--- config.mk ---
export PLATFORM = sky130hd
export DESIGN_NAME = tic_tac_toe_turn_arbiter
export DESIGN_NICKNAME = d
export VERILOG_FILES = /design/src/rtl/tic_tac_toe_turn_arbiter.sv
export SDC_FILE = /design/constraint.sdc
export NUM_CORES = 1
export LEC_CHECK = 0
export CAP_MARGIN = 20
export CORE_UTILIZATION = 35
export CTS_BUF_LIST = sky130_fd_sc_hd__clkbuf_4
export CTS_CLUSTER_DIAMETER = 60
export DETAILED_ROUTE_END_ITERATION = 12
export GPL_TIMING_DRIVEN = 1
export SYNTH_ARGS = -nofsm -noshare
export SYNTH_HDL_FRONTEND = slang
export SYNTH_SLANG_ARGS = --single-unit
--- constraint.sdc ---
create_clock -name clk_i -period 7.3 [get_ports clk_i]
set_input_delay 1.46 -clock clk_i [delete_from_list [all_inputs] [get_ports clk_i]]
set_output_delay 1.46 -clock clk_i [all_outputs]
set_load 0.1 [all_outputs]
--- src/rtl/tic_tac_toe_turn_arbiter.sv ---
// Turn arbiter for one tic-tac-toe game: serialises X/O move requests onto the shared
// board datapath, rejects illegal or occupied squares, and declares win, draw or game over.
// Ports: clk_i/reset_i (sync, active-low); start_i; x_/o_ req_i, pos_i, ack_o; reject_o;
//   game_clear_o, move_valid_o, move_player_o, move_pos_o to the datapath; game_winner_i from it;
//   turn_o, move_count_o, game_over_o, result_o status. All outputs are registered.
// Optional: define TURN_TIMEOUT_EN to forfeit a turn after TIMEOUT_CYCLES idle cycles.
module tic_tac_toe_turn_arbiter #(
  parameter bit          FIRST_PLAYER   = 1'b0,
  parameter int unsigned RESULT_LAT     = 1,
  parameter int unsigned TIMEOUT_CYCLES = 255
) (
  input  logic       clk_i,
  input  logic       reset_i,
  input  logic       start_i,
  input  logic       x_req_i,
  input  logic [3:0] x_pos_i,
  output logic       x_ack_o,
  input  logic       o_req_i,
  input  logic [3:0] o_pos_i,
  output logic       o_ack_o,
  output logic       reject_o,
  output logic       game_clear_o,
  output logic       move_valid_o,
  output logic       move_player_o,
  output logic [3:0] move_pos_o,
  input  logic [1:0] game_winner_i,
  output logic       turn_o,
  output logic [3:0] move_count_o,
  output logic       game_over_o,
  output logic [1:0] result_o
);

  if (RESULT_LAT < 1 || RESULT_LAT > 7 || TIMEOUT_CYCLES < 1 || TIMEOUT_CYCLES > 255) begin : g_bad_param
    $error("tic_tac_toe_turn_arbiter: RESULT_LAT must be 1..7 and TIMEOUT_CYCLES 1..255");
  end

  typedef enum logic [2:0] {
    S_IDLE, S_CLEAR, S_X_TURN, S_O_TURN, S_WAIT, S_DONE
  } state_t;

  localparam logic [2:0] LAT = 3'(RESULT_LAT);

  state_t     state_q;
  logic [8:0] occ_q;          // bit k-1 set when square k is taken
  logic [2:0] lat_q;
  logic       x_ack_q, o_ack_q, reject_q, game_clear_q, move_valid_q, move_player_q;
  logic [3:0] move_pos_q, move_count_q;
  logic       turn_q, game_over_q;
  logic [1:0] result_q;

  // Current mover's request, as seen from the active turn state.
  logic       cur_player;
  logic       cur_req;
  logic [3:0] cur_pos;
  logic       cur_ack;
  logic       req_seen;
  logic       legal;

  assign cur_player = (state_q == S_O_TURN);
  assign cur_req    = cur_player ? o_req_i : x_req_i;
  assign cur_pos    = cur_player ? o_pos_i : x_pos_i;
  assign cur_ack    = cur_player ? o_ack_q : x_ack_q;
  // A request still high on its own ack cycle belongs to the move just consumed.
  assign req_seen   = ((state_q == S_X_TURN) || (state_q == S_O_TURN)) && cur_req && !cur_ack;
  // Range test first so the occupancy index is only meaningful for squares 1..9.
  assign legal      = (cur_pos >= 4'd1) && (cur_pos <= 4'd9) && !occ_q[cur_pos - 4'd1];

`ifdef TURN_TIMEOUT_EN
  localparam logic [7:0] TO_LAST = 8'(TIMEOUT_CYCLES - 1);
  logic [7:0] to_cnt_q;
`endif

  always_ff @(posedge clk_i) begin
    if (!reset_i) begin
      state_q       <= S_IDLE;
      occ_q         <= '0;
      lat_q         <= '0;
      x_ack_q       <= 1'b0;
      o_ack_q       <= 1'b0;
      reject_q      <= 1'b0;
      game_clear_q  <= 1'b0;
      move_valid_q  <= 1'b0;
      move_player_q <= 1'b0;
      move_pos_q    <= '0;
      turn_q        <= 1'b0;
      move_count_q  <= '0;
      game_over_q   <= 1'b0;
      result_q      <= '0;
`ifdef TURN_TIMEOUT_EN
      to_cnt_q      <= '0;
`endif
    end else begin
      x_ack_q      <= 1'b0;
      o_ack_q      <= 1'b0;
      reject_q     <= 1'b0;
      game_clear_q <= 1'b0;
      move_valid_q <= 1'b0;
      case (state_q)
        S_IDLE, S_DONE: begin
          if (start_i) begin
            state_q      <= S_CLEAR;
            game_clear_q <= 1'b1;
            occ_q        <= '0;
            move_count_q <= '0;
            result_q     <= '0;
            game_over_q  <= 1'b0;
          end
        end
        S_CLEAR: begin
          state_q <= FIRST_PLAYER ? S_O_TURN : S_X_TURN;
          turn_q  <= FIRST_PLAYER;
`ifdef TURN_TIMEOUT_EN
          to_cnt_q <= '0;
`endif
        end
        S_X_TURN, S_O_TURN: begin
          if (req_seen) begin
            if (cur_player) o_ack_q <= 1'b1;
            else            x_ack_q <= 1'b1;
            if (legal) begin
              move_valid_q           <= 1'b1;
              move_player_q          <= cur_player;
              move_pos_q             <= cur_pos;
              occ_q[cur_pos - 4'd1]  <= 1'b1;
              if (move_count_q < 4'd9) move_count_q <= move_count_q + 4'd1;
              lat_q                  <= '0;
              turn_q                 <= 1'b0;
              state_q                <= S_WAIT;
            end else begin
              reject_q <= 1'b1;
            end
          end
`ifdef TURN_TIMEOUT_EN
          // Idle cycles only; a request on the expiry cycle is served above instead.
          else if (!cur_req) begin
            if (to_cnt_q == TO_LAST) begin
              state_q  <= cur_player ? S_X_TURN : S_O_TURN;
              turn_q   <= !cur_player;
              to_cnt_q <= '0;
            end else begin
              to_cnt_q <= to_cnt_q + 8'd1;
            end
          end
`endif
        end
        S_WAIT: begin
          if (lat_q == LAT) begin
            // 2'b11 is undefined from the datapath and falls through as "no winner".
            if (game_winner_i == 2'b01 || game_winner_i == 2'b10) begin
              result_q    <= game_winner_i;
              game_over_q <= 1'b1;
              state_q     <= S_DONE;
            end else if (move_count_q == 4'd9) begin
              result_q    <= 2'b11;
              game_over_q <= 1'b1;
              state_q     <= S_DONE;
            end else begin
              state_q <= move_player_q ? S_X_TURN : S_O_TURN;
              turn_q  <= !move_player_q;
`ifdef TURN_TIMEOUT_EN
              to_cnt_q <= '0;
`endif
            end
          end else begin
            lat_q <= lat_q + 3'd1;
          end
        end
        default: state_q <= S_IDLE;
      endcase
    end
  end

  assign x_ack_o       = x_ack_q;
  assign o_ack_o       = o_ack_q;
  assign reject_o      = reject_q;
  assign game_clear_o  = game_clear_q;
  assign move_valid_o  = move_valid_q;
  assign move_player_o = move_player_q;
  assign move_pos_o    = move_pos_q;
  assign turn_o        = turn_q;
  assign move_count_o  = move_count_q;
  assign game_over_o   = game_over_q;
  assign result_o      = result_q;

endmodule

Word-level counts from Yosys, hierarchy flattened
Cells that the tools add are included.
W data, S select, Z words.

cells by class
  add/sub/neg operators = 3
  $lt $le $gt $ge = 5
  equality and inequality tests = 18
  mux-type cells = 49
  bitwise gates (word level) = 1
  reductions and logical operators = 26

operators with widths
  operator               count
  $mux W3                9
  $mux W9                3
  $mux W4                5
  $mux W1                19
  $pmux W9 S2            1
  $ne A2 B2 Y1 const B   8
  $reduce_and A4 Y1      4
  $pmux W3 S4            1
  $or A9 B9 Y9           1
  $ge A4 B1 Y1 const B   2
  $mux W2                4
  $pmux W4 S2            1
  $eq A3 B1 Y1 const B   2
  $eq A3 B2 Y1 const B   2
  $eq A3 B3 Y1 const B   2
  $pmux W3 S2            1
  $reduce_and A3 Y1      2
  $reduce_and A6 Y1      1
  $reduce_bool A2 Y1     3
  $logic_and A1 B1 Y1    5
  $lt A4 B5 Y1 const B   1
  $reduce_and A5 Y1      1
  $add A4 B1 Y4 const B  1
  $bmux W1 S4            1
  other kinds (18)       22

word-level totals
  register bits after elaboration = 33
  input bits = 15
  output and inout bits = 18
  logic and storage cells = 116

Depth between registers and ports, before layout
  depth after elaboration = 11
  gate-level depth with buffers = 14
  depth with buffers taken out = 9

Worst setup path after synthesis
OpenSTA, ideal clock, no wires.

  path type = in2reg
  from = input port x_pos_i[0]
  to = register move_pos_q[0] (netlist: move_pos_o[0])
  setup time = 86 ps
  arrival time = 3873 ps
  data required time = 7214 ps
  setup slack = 3342 ps
  cell stages on the path = 10
  buffers on the path = 2
  path through = mux2i_1 > ha_1 > clkbuf_1 > mux2i_1 > a2111oi_0 > mux2i_1 > o21ai_1 > clkbuf_1 > nor2_1 > a211oi_1

on the way
  word-level cells in the longest chain between the ends = 7
  elaborated cells on any way between the ends = 10
  classes of those cells = 1 x add/sub; 2 x order compare; 3 x mux; 4 x reduce/logical

ends and longest elaborated chain
  item                                line  RTL
  from (decl)                         16    input logic [3:0] x_pos_i,
  $mux W4 *                           61    assign cur_pos = cur_player ? o_pos_i : x_pos_i;
  $sub A4 B1 Y4                       66    assign legal = (cur_pos >= 4'd1) && (cur_pos <= 4'd9) && !occ_q[cur_pos - 4'd1];
  $bmux W1 S4                         66
  $mux W1 (implied by the code)       66
  $logic_not A1 Y1                    66
  $logic_and A1 B1 Y1                 66
  $reduce_and A3 Y1 (no source line)  n/a
  to (signal assigned)                123   move_pos_q <= cur_pos;
  to (decl)                           47    logic [3:0] move_pos_q, move_count_q;

Every way passes the cells marked *; elsewhere a longest branch is shown, timed or not. The select of a mux whose other input is x is not followed.
A chain may end at the register's enable or synchronous reset.

Worst setup path after layout
  from = input port o_pos_i[0]
  to = register move_count_q[3] (netlist: move_count_o[3])

on the way
  word-level cells in the longest chain between the ends = 8
  elaborated cells on any way between the ends = 11
  classes of those cells = 1 x add/sub; 2 x order compare; 1 x eq/ne; 3 x mux; 4 x reduce/logical

ends and longest elaborated chain
  item                                  line  RTL
  from (decl)                           19    input logic [3:0] o_pos_i,
  $mux W4 *                             61
  $sub A4 B1 Y4                         66
  $bmux W1 S4                           66
  $mux W1 (implied by the code)         66
  $logic_not A1 Y1                      66
  $logic_and A1 B1 Y1 *                 66
  $ne A2 B2 Y1 (no source line) *       n/a
  $reduce_and A5 Y1 (no source line) *  n/a
  to (signal assigned)                  125   if (move_count_q < 4'd9) move_count_q <= move_count_q + 4'd1;
  to (decl)                             47

Marks and branches as above.

==> results.yml <==
clock_network:
  cts_buffers: 5
  hold_buffers: 0
  cts.path.max_buffers: 2
  cts_root_buf: "clkbuf_4"
  cts_tree: "yes"
  post_cts_buffers: 0
  htree_num_levels: 2
  cts_resized: 0
  clkTransAtPathRegs_ns: 0.10
  clkSinkCount: 33
  clk_latency_ns: 0.34
drt:
  ant_nets: 0
  routed_via_density: 5.577
  dr.pass1.iters: 7
  vias: 1952
  drtIter0Drc: 141
  wl_per_cell_um: 15.06
  totalWireLength_um: 5272
  detail_route.drc_violations: 0
die:
  coreArea_um2: 5608
  row_count: 27
  dieWidth_um: 79.08
  die_area_um2: 6254
  die-height_um: 79.08
  start_util: 0.3708
  io_pins: 33
pwr:
  peakVddDrop_mv: 0.1163
  leakagePower_nw: 0.9440
  cellPowerDensity_nw_per_um2: 251.8
global_route:
  grt_start_max_net_pins: 21
  grt_pass1_wl_um: 8845
  antenna_found_initial: 0
  grt_overflow: 0
  grt_pass1_vias: 1812
  gr-usage-all-layers: 0.1834
critical_path:
  worstSetupEndpointType: "register"
  crit_path_max_fanout: 17
  crit_arrival_ns: 4.68
  start_kind: "primary input"
  critical_path_class: "in2reg"
  cp.required_ns: 7.56
sta:
  fin_crit_ns: 4.417
  post-route-period-util: 0.6050
  setup-tns-final_ns: 0
  timing.hold.ws_ns: 0.4623
  fin_skew_ns: 0.01093
  final-max-slew-violation-count: 0
  final-setup-viol-count: 0
  slew_headroom: 0.3488
  rsz0062_at_grt: "no"
  hold_viol: 0
  fmax_mhz: 226.4
  tightestPinTransition_ns: 0.9738
synthesis:
  synthFlopType: "dfxtp_1"
  synth_top_area_share: 0.3177
  ys_ff_latch: 33
  syn_avg_cell_area_um2: 8.252
  netlist_area_um2: 2079
  synth_area_leader_cell: "dfxtp_1"
  synth_edf_count: 0
  ys_seq_area_frac: 0.3177
  synth_cell_types: 57
  syn_nets: 277
  yosysWarningCount: 0
  async_flop_share: 0
  syn_inst: 252
  synth.area.top_cells: "dfxtp_1, ha_1, a21oi_1"
finish:
  layout_commonest_cell: "dfxtp_1"
  final_nets: 303
  drive_gt1_frac: 0.07194
  antennaDiodeCount: 0
  area_growth_pct: 19.13
  stdcell_count: 350
  final_cell_mix: "dfxtp_1, clkdlybuf4s50_1, nor2_1"
run_status:
  outcome: "finished clean"
hold_path:
  worstHoldPathType: "reg2reg"
placed_design:
  portBuffers: 32
  routabilityCongestion: 0.8048
  hpwl_um: 3887
  dp.cells: 343
flow_run:
  drv_cap: 0
==> metal layers <==
layer	GRT usage	up-vias	wire length [um]
li1	-	980	-
met1	0.2260	914	2435
met2	0.3060	47	2491
met3	0.04253	11	218
met4	0.07455	0	127
met5	0	-	0
==> cell type report <==
class / count / area (um^2)
Tap cell: 72 / 90.09
Sequential cell: 33 / 660.6
Fill cell: 600 / 3131
Inverter: 13 / 48.80
Timing Repair Buffer: 33 / 327.8
Clock inverter: 1 / 3.754
Multi-Input combinational cell: 192 / 1301
Clock buffer: 6 / 45.04
==> where the power goes <==
group	switching (mW)	total, mW	leakage (nW)	internal, mW
clock network	0.0640	0.103	0.0292	0.0387
logic	0.191	0.289	0.648	0.0978
registers	0.0328	0.232	0.267	0.199
total	0.288	0.624	0.944	0.336
==> metrics by stage <==
stage	setup slack [ns]	total power [mW]	cell area, um^2	utilization
floorplan	3.342	0.4582	2079	-
global placement	2.617	0.5237	2429	0.4331
detailed placement	2.539	0.5242	2429	0.4331
CTS	2.898	0.6272	2477	0.4418
global route	2.649	0.6693	2477	0.4418
finish	2.883	0.6239	2477	0.4418
==> critical path, stage by stage <==
cell and delay [ns]:
clkdlybuf4s50_1 0.57, mux2i_1 0.46, ha_1 0.40, and3_1 0.22, o21ai_0 0.13, o21ai_0 0.14
a221o_1 0.53, or4_1 0.59, a31oi_1 0.18
==> path summary, 6_finish.rpt <==
kind	from	endpoint	slack (ns)	depth (start not counted)
worst min-delay path	result_o[1]$_SDFFE_PN0P_	result_o[1]$_SDFFE_PN0P_	0.46	2
worst max register to register	state_q[1]$_SDFFE_PN0P_	move_count_o[3]$_SDFFE_PN0P_	3.37	9
worst max-delay path	o_pos_i[0]	move_count_o[3]$_SDFFE_PN0P_	2.88	9
worst min register to register	result_o[1]$_SDFFE_PN0P_	result_o[1]$_SDFFE_PN0P_	0.46	2
==> flip-flops by register name, summed over array words and instances (netlist names), 2 cells and up <==
| register | cells |
|---|---|
| move_pos_o | 4 |
| state_q | 3 |
| occ_q | 9 |
| lat_q | 3 |
| result_o | 2 |
| move_count_o | 4 |
==> cells by family after synthesis <==
| kind of cell | Yosys count | synth area share |
|---|---|---|
| AND/OR/NAND/NOR | 98 | 0.2539 |
| AO/OA/AOI/OAI | 72 | 0.2413 |
| flip-flops | 33 | 0.3177 |
| buffers and inverters | 27 | 0.05656 |
| multiplexers | 12 | 0.07040 |
| adder cells (fa/ha/maj) | 10 | 0.06017 |
==> synth_stat cells, types with 6 or more instances <==
master	n
mux2i_1	9
o21ai_0	9
nor2b_1	6
nor3_1	8
clkbuf_1	10
o21a_1	7
inv_1	13
nand2b_1	6
a21oi_1	18
dfxtp_1	33
nor2_1	22
nand2_1	17
ha_1	10
No activity file was read; power rests on OpenSTA's default activity.
